$ cat src/rtl/y86_pkg.sv
// Shared Y86-64 encoding constants, encoder state type and a byte-layout helper.
// Any stage that needs to build or pick apart the instruction byte stream can reuse these.
package y86_pkg;

  localparam logic [3:0] I_HALT   = 4'h0;
  localparam logic [3:0] I_NOP    = 4'h1;
  localparam logic [3:0] I_RRMOVQ = 4'h2;
  localparam logic [3:0] I_IRMOVQ = 4'h3;
  localparam logic [3:0] I_RMMOVQ = 4'h4;
  localparam logic [3:0] I_MRMOVQ = 4'h5;
  localparam logic [3:0] I_OPQ    = 4'h6;
  localparam logic [3:0] I_JXX    = 4'h7;
  localparam logic [3:0] I_CALL   = 4'h8;
  localparam logic [3:0] I_RET    = 4'h9;
  localparam logic [3:0] I_PUSHQ  = 4'hA;
  localparam logic [3:0] I_POPQ   = 4'hB;

  localparam logic [3:0] R_NONE   = 4'hF;

  typedef enum logic [1:0] {StIdle, StEmit, StErr} enc_state_e;

  // Byte idx of an encoded instruction; valC starts right after the register byte, if any.
  function automatic logic [7:0] enc_byte(input logic [3:0]  icode,
                                          input logic [3:0]  ifun,
                                          input logic [3:0]  ra,
                                          input logic [3:0]  rb,
                                          input logic [63:0] valc,
                                          input logic        has_regs,
                                          input logic        has_valc,
                                          input logic [3:0]  idx);
    logic [3:0]  off;
    logic [63:0] sh;
    if (idx == 4'd0) return {icode, ifun};
    if (has_regs && idx == 4'd1) return {(icode == I_IRMOVQ) ? R_NONE : ra, rb};
    if (!has_valc) return 8'h00;
    off = has_regs ? 4'd2 : 4'd1;
    sh  = valc >> {idx - off, 3'b000};
    return sh[7:0];
  endfunction

endpackage

$ cat src/rtl/y86_instr_len.sv
// Combinational Y86-64 instruction classifier: length, register byte, constant word and
// icode/ifun legality. Fetch reuses it to compute valP.
module y86_instr_len
  import y86_pkg::*;
(
  input  logic [3:0] icode_i,
  input  logic [3:0] ifun_i,
  output logic [3:0] len_o,
  output logic       has_regs_o,
  output logic       has_valc_o,
  output logic       legal_o
);

  always_comb begin
    len_o      = 4'd1;
    has_regs_o = 1'b0;
    has_valc_o = 1'b0;
    legal_o    = (ifun_i == 4'd0);
    case (icode_i)
      I_HALT, I_NOP, I_RET: ;
      I_RRMOVQ: begin
        len_o      = 4'd2;
        has_regs_o = 1'b1;
        legal_o    = (ifun_i <= 4'd6);
      end
      I_OPQ: begin
        len_o      = 4'd2;
        has_regs_o = 1'b1;
        legal_o    = (ifun_i <= 4'd3);
      end
      I_PUSHQ, I_POPQ: begin
        len_o      = 4'd2;
        has_regs_o = 1'b1;
      end
      I_IRMOVQ, I_RMMOVQ, I_MRMOVQ: begin
        len_o      = 4'd10;
        has_regs_o = 1'b1;
        has_valc_o = 1'b1;
      end
      I_JXX: begin
        len_o      = 4'd9;
        has_valc_o = 1'b1;
        legal_o    = (ifun_i <= 4'd6);
      end
      I_CALL: begin
        len_o      = 4'd9;
        has_valc_o = 1'b1;
      end
      default: legal_o = 1'b0;
    endcase
  end

endmodule

$ cat src/rtl/y86_instr_encoder.sv
// Y86-64 instruction encoder: accepts one decoded instruction per handshake, checks it and
// writes its bytes into instruction memory one per cycle at the internal write pointer.
module y86_instr_encoder
  import y86_pkg::*;
#(
  parameter int unsigned MEM_BYTES = 1024,
  parameter int unsigned ADDR_W    = 64
) (
  input  logic              clk,
  input  logic              rst,
  input  logic              set_addr,
  input  logic [ADDR_W-1:0] new_addr,
  input  logic              in_valid,
  output logic              in_ready,
  input  logic [3:0]        icode,
  input  logic [3:0]        ifun,
  input  logic [3:0]        rA,
  input  logic [3:0]        rB,
  input  logic [63:0]       valC,
  output logic              mem_we,
  output logic [ADDR_W-1:0] mem_addr,
  output logic [7:0]        mem_wdata,
  output logic [ADDR_W-1:0] wr_ptr,
  output logic              done,
  output logic              enc_error,
  output logic [3:0]        instr_len
);

  enc_state_e        state_q;
  logic [3:0]        icode_q, ifun_q, ra_q, rb_q, len_q, idx_q, instr_len_q;
  logic [63:0]       valc_q;
  logic              has_regs_q, has_valc_q;
  logic [ADDR_W-1:0] wr_ptr_q, mem_addr_q;
  logic [7:0]        mem_wdata_q;
  logic              mem_we_q, done_q, enc_error_q;

  logic [3:0]        in_len;
  logic              in_has_regs, in_has_valc, in_legal;
  logic [ADDR_W:0]   end_addr;
  logic              fits;
  logic [7:0]        cur_byte;

  y86_instr_len u_len (
    .icode_i    (icode),
    .ifun_i     (ifun),
    .len_o      (in_len),
    .has_regs_o (in_has_regs),
    .has_valc_o (in_has_valc),
    .legal_o    (in_legal)
  );

  // One extra bit so a pointer near the top of the address space cannot wrap into range.
  assign end_addr = {1'b0, wr_ptr_q} + (ADDR_W+1)'(in_len);
  assign fits     = (end_addr <= (ADDR_W+1)'(MEM_BYTES));
  assign cur_byte = enc_byte(icode_q, ifun_q, ra_q, rb_q, valc_q, has_regs_q, has_valc_q, idx_q);

  always_ff @(posedge clk) begin
    if (rst) begin
      state_q     <= StIdle;
      icode_q     <= 4'd0;
      ifun_q      <= 4'd0;
      ra_q        <= 4'd0;
      rb_q        <= 4'd0;
      valc_q      <= 64'd0;
      len_q       <= 4'd0;
      has_regs_q  <= 1'b0;
      has_valc_q  <= 1'b0;
      idx_q       <= 4'd0;
      wr_ptr_q    <= '0;
      mem_we_q    <= 1'b0;
      mem_addr_q  <= '0;
      mem_wdata_q <= 8'd0;
      done_q      <= 1'b0;
      enc_error_q <= 1'b0;
      instr_len_q <= 4'd0;
    end else begin
      done_q      <= 1'b0;
      enc_error_q <= 1'b0;
      case (state_q)
        StIdle: begin
          if (set_addr) begin
            wr_ptr_q <= new_addr;
          end else if (in_valid) begin
            icode_q    <= icode;
            ifun_q     <= ifun;
            ra_q       <= rA;
            rb_q       <= rB;
            valc_q     <= valC;
            len_q      <= in_len;
            has_regs_q <= in_has_regs;
            has_valc_q <= in_has_valc;
            if (in_legal && fits) begin
              // Byte 0 goes out in the very next cycle.
              state_q     <= StEmit;
              mem_we_q    <= 1'b1;
              mem_addr_q  <= wr_ptr_q;
              mem_wdata_q <= {icode, ifun};
              idx_q       <= 4'd1;
            end else begin
              state_q     <= StErr;
              enc_error_q <= 1'b1;
            end
          end
        end
        StEmit: begin
          if (idx_q == len_q) begin
            state_q     <= StIdle;
            mem_we_q    <= 1'b0;
            wr_ptr_q    <= wr_ptr_q + ADDR_W'(len_q);
            instr_len_q <= len_q;
            done_q      <= 1'b1;
          end else begin
            mem_addr_q  <= wr_ptr_q + ADDR_W'(idx_q);
            mem_wdata_q <= cur_byte;
            idx_q       <= idx_q + 4'd1;
          end
        end
        StErr:   state_q <= StIdle;
        default: state_q <= StIdle;
      endcase
    end
  end

  assign in_ready  = (state_q == StIdle);
  assign mem_we    = mem_we_q;
  assign mem_addr  = mem_addr_q;
  assign mem_wdata = mem_wdata_q;
  assign wr_ptr    = wr_ptr_q;
  assign done      = done_q;
  assign enc_error = enc_error_q;
  assign instr_len = instr_len_q;

endmodule

$ cat config.mk
export PLATFORM = sky130hd
export DESIGN_NAME = y86_instr_encoder
export DESIGN_NICKNAME = d
export VERILOG_FILES = /design/src/rtl/y86_pkg.sv /design/src/rtl/y86_instr_len.sv /design/src/rtl/y86_instr_encoder.sv
export SDC_FILE = /design/constraint.sdc
export NUM_CORES = 1
export LEC_CHECK = 0
export CORE_MARGIN = 3
export CORE_UTILIZATION = 50
export DETAILED_ROUTE_END_ITERATION = 16
export PLACE_DENSITY_LB_ADDON = 0.12
export SYNTH_ARGS = -nofsm -noshare
export SYNTH_HDL_FRONTEND = slang
export SYNTH_SLANG_ARGS = --single-unit
$ cat constraint.sdc
create_clock -name clk -period 13 [get_ports clk]
set_input_delay 1.3 -clock clk [delete_from_list [all_inputs] [get_ports clk]]
set_output_delay 1.3 -clock clk [all_outputs]
set_load 0.02 [all_outputs]
==> out/results.tsv <==
stage	metric	value	unit
critical_path	Worst Path Required	13430	ps
critical_path	slowest CP cell	a31oi_1	
floorplan	core area	28860	µm²
power	register share of total power	0.447	
cts	postcts setup bufs	0	
critical_path	Worst setup EP type	flip-flop	
yosys	Most used DFF post-synth	dfxtp_1	
power	clock power share	0.407	
global_route	largest net degree at the start of global routing	118	
power	Pint	1.288	mW
critical_path	Worst Reg-to-Reg Cells	10	
timing	worst-margin pin slew	1188	ps
cts	Worst-path clk slew	60	ps
detailed_routing	1st-iter DRT viols	1808	
yosys	Yosys reg bits	232	
critical_path	CP max stage delay	640	ps
power	Switch Pwr	496.5	µW
floorplan	Rows	62	
timing	final hold violations	0	
yosys	Post-synth EDFFs	0	
status	status	finished, final reports clean	
yosys	Yosys warnings	0	
placed_design	Port Buffers	290	
min_path	hold crit path type	reg2reg	
power	Combinational Power Share	0.147	
floorplan	Die Wd	177.4	µm
critical_path	critical path peak fanout	49	
timing	Final Max Slew Viols	0	
critical_path	WS Path Type	in2reg	
final_layout	Multi-input gate area	9290	µm²
cts	CTS Buf Count	26	
floorplan	Die Span Y	177.4	µm
floorplan	Die Area	31480	µm²
timing	Max-Slew Margin vs Limit	0.2022	
global_route	grt ovf	0	
cts	cts repair resizes	0	
final_layout	Area growth syn-to-layout	25.21	%
timing	RSZ-0062 raised after global routing	false	
cts	clk_lat worst skew	550	ps
power	Power Density	96.97	nW/µm²
yosys	syn nets	2106	
detailed_routing	DR DRC count	0	
cts	CTS max path bufs	3	
final_layout	most frequent cells in the layout	nand2_1 (306), clkdlybuf4s50_1 (289), dfxtp_1 (232), nor2_1 (219), a21oi_1 (158)	
power	worst vdd ir	101.6	µV
global_route	vias in the first global route	14576	
timing	Setup Skew	9.636	ps
timing	setup_tns	0	ps
timing	min Tclk post-route	6415	ps
detailed_routing	Vias/cell	6.178	
yosys	Gate Count Post-Synth	1939	
final_layout	commonest non-fill, non-tap cell in the layout	nand2_1	
final_layout	# diodes	0	
min_path	worst hold stages	2	
cts	H-tree Lvls	1	
detailed_routing	via count	15513	
flow_run	Max-Cap Viols	0	
yosys	Post-synth ARST share	0	
timing	Final setup viols	0	
final_layout	Util after Layout	0.6376	
final_layout	Register Area	4644	µm²
global_route	first-pass GRT wire length	86450	µm
yosys	Post-Syn Area per Cell	7.579	µm²
yosys	synth unique cells	79	
power	switching share of total power	0.2783	
placed_design	GPL Wtd Cong	1.003	
power	Static Leak	6.554	nW
detailed_routing	Routed Antenna Nets	0	
global_route	Total GRT Usage	0.3499	
critical_path	Setup crit start kind	input pin	
cts	Hold-fix buffers, CTS	0	
global_route	initial antenna violation count	1	
timing	Final period util	0.4935	
detailed_routing	WL per Instance	22.87	µm
cts	Root Buffer	clkbuf_16	
yosys	Cell Area, Synth	14700	µm²
final_layout	nets	2275	
floorplan	I/O pin count	292	
yosys	sequential element share of the synthesized area	0.3160	
cts	CTS tree	done	
placed_design	post-DP HPWL	41800	µm
detailed_routing	Initial DRT Pass Iterations	6	
critical_path	critical path arrival	6850	ps
final_layout	fraction of layout cells with a size suffix above 1	0.07757	
detailed_routing	final WL	57420	µm
critical_path	CP Cell Sequence	clkdlybuf4s50_1, a21oi_1, mux2i_1, inv_1, fa_1, a31oi_1, or3_1, nor2_1, xor2_1, a2111o_1, nor4_1, nand4_1, o21a_4, buf_4, mux2_4	
cts	Num Clock Sinks	232	
final_layout	filler cell count	2521	
timing	max frequency	0.1559	GHz
floorplan	initial core utilization	0.5092	
## flip-flops by register name, summed over array words and instances, names as in the netlist
signal and count:
done 1, enc_error 1, has_valc_q 1, icode_q 4
idx_q 4, ifun_q 4, instr_len 3, len_q 3
mem_addr 64, mem_wdata 8, mem_we 1, ra_q 4
rb_q 4, state_q 2, valc_q 64, wr_ptr 64
## cell families (layout without fill, tap and decap cells)
logic type	after synthesis	count (layout)	share of synthesized area
other	1	1	0.0002552
XOR/XNOR	91	91	0.05424
multiplexers	114	114	0.1020
flip-flops	232	232	0.3160
buffers and inverters	192	380	0.05534
adder cells (fa/ha/maj)	19	19	0.01822
AO/OA/AOI/OAI	381	381	0.1546
AND/OR/NAND/NOR	909	909	0.2993
## cell usage after synthesis (all sizes together), types with 4 or more instances
cell | number | area, µm²
dfxtp | 232 | 4644
mux2i | 38 | 380.4
nand3b | 6 | 45.04
nand3 | 56 | 285.3
o22ai | 23 | 143.9
nand4 | 49 | 327.8
mux2 | 60 | 758.2
buf | 45 | 260.3
a22o | 4 | 35.03
or4 | 10 | 78.82
and3 | 14 | 87.58
a21o | 6 | 45.04
clkbuf | 124 | 466.7
nand2 | 306 | 1149
or2 | 6 | 37.54
a21oi | 159 | 795.8
o31ai | 11 | 87.58
and4 | 15 | 131.4
a41oi | 9 | 78.83
o21ai | 81 | 405.4
nor3 | 58 | 305.3
inv | 23 | 86.33
or3 | 16 | 100.1
xor2 | 45 | 394.1
mux4 | 16 | 360.4
o21a | 6 | 45.04
ha | 15 | 187.7
fa | 4 | 80.08
nand2b | 29 | 181.4
and2 | 8 | 50.05
nor4 | 35 | 237.7
nor4b | 6 | 52.55
a22oi | 19 | 142.6
a211oi | 20 | 150.1
nor2b | 65 | 406.6
a31oi | 15 | 93.84
nor2 | 219 | 822.0
xnor2 | 46 | 402.9
## power by group through the flow
stage | Combinational, mW | Clock (mW) | Sequential (mW)
2_1_floorplan | 0.158 | 0 | 0.784
3_3_place_gp | 0.254 | 0 | 0.808
3_5_place_dp | 0.258 | 0 | 0.809
4_1_cts | 0.259 | 0.732 | 0.793
5_1_grt | 0.282 | 0.757 | 0.800
6_report | 0.262 | 0.726 | 0.797
## worst max-delay path, delay by kind of cell
family | cells | cell delay (ps)
buffers and inverters | 3 | 1200
adder cells (fa/ha/maj) | 1 | 480
AND/OR/NAND/NOR | 4 | 1210
multiplexers | 2 | 890
XOR/XNOR | 1 | 150
AO/OA/AOI/OAI | 4 | 1560
## cell type report
type                            count  area share
Clock buffer                       40     0.04372
Inverter                           23    0.004692
Tap cell                          384     0.02611
Sequential cell                   232      0.2524
Clock inverter                      7    0.002040
Multi-Input combinational cell   1515      0.5049
Timing Repair Buffer              310      0.1661
## layer usage
metal	global-route usage	vias up	share of wire
met5	0	-	0.00023
met4	0.1119	2	0.036
met3	0.06547	144	0.090
met2	0.5338	865	0.44
met1	0.4989	7354	0.44
li1	-	7148	-
## metrics by stage
stage / setup slack, ps / area (µm²) / power [mW] / hold WS, ps / cells
after floorplan: 8028 / 14700 / 0.9415 / 433.1 / 1939
after global placement: 6329 / 17560 / 1.063 / 438.7 / 2464
after detailed placement: 6140 / 17560 / 1.066 / 445.8 / 2464
after CTS: 6686 / 18400 / 1.785 / 453.9 / 2511
after global routing: 6290 / 18400 / 1.839 / 474.1 / 2511
final: 6585 / 18400 / 1.784 / 452.7 / 2511
## path summary, 6_finish.rpt
check                     startpoint                        end  slack, ps
max                         icode[1]  mem_addr[39]$_SDFFE_PP0P_       6580
min          valc_q[37]$_SDFFE_PP0P_    valc_q[37]$_SDFFE_PP0P_        450
max reg2reg  wr_ptr[25]$_SDFFE_PP0P_  mem_addr[39]$_SDFFE_PP0P_       7700
min reg2reg  valc_q[37]$_SDFFE_PP0P_    valc_q[37]$_SDFFE_PP0P_        450
No activity file was read; power rests on OpenSTA's default activity.
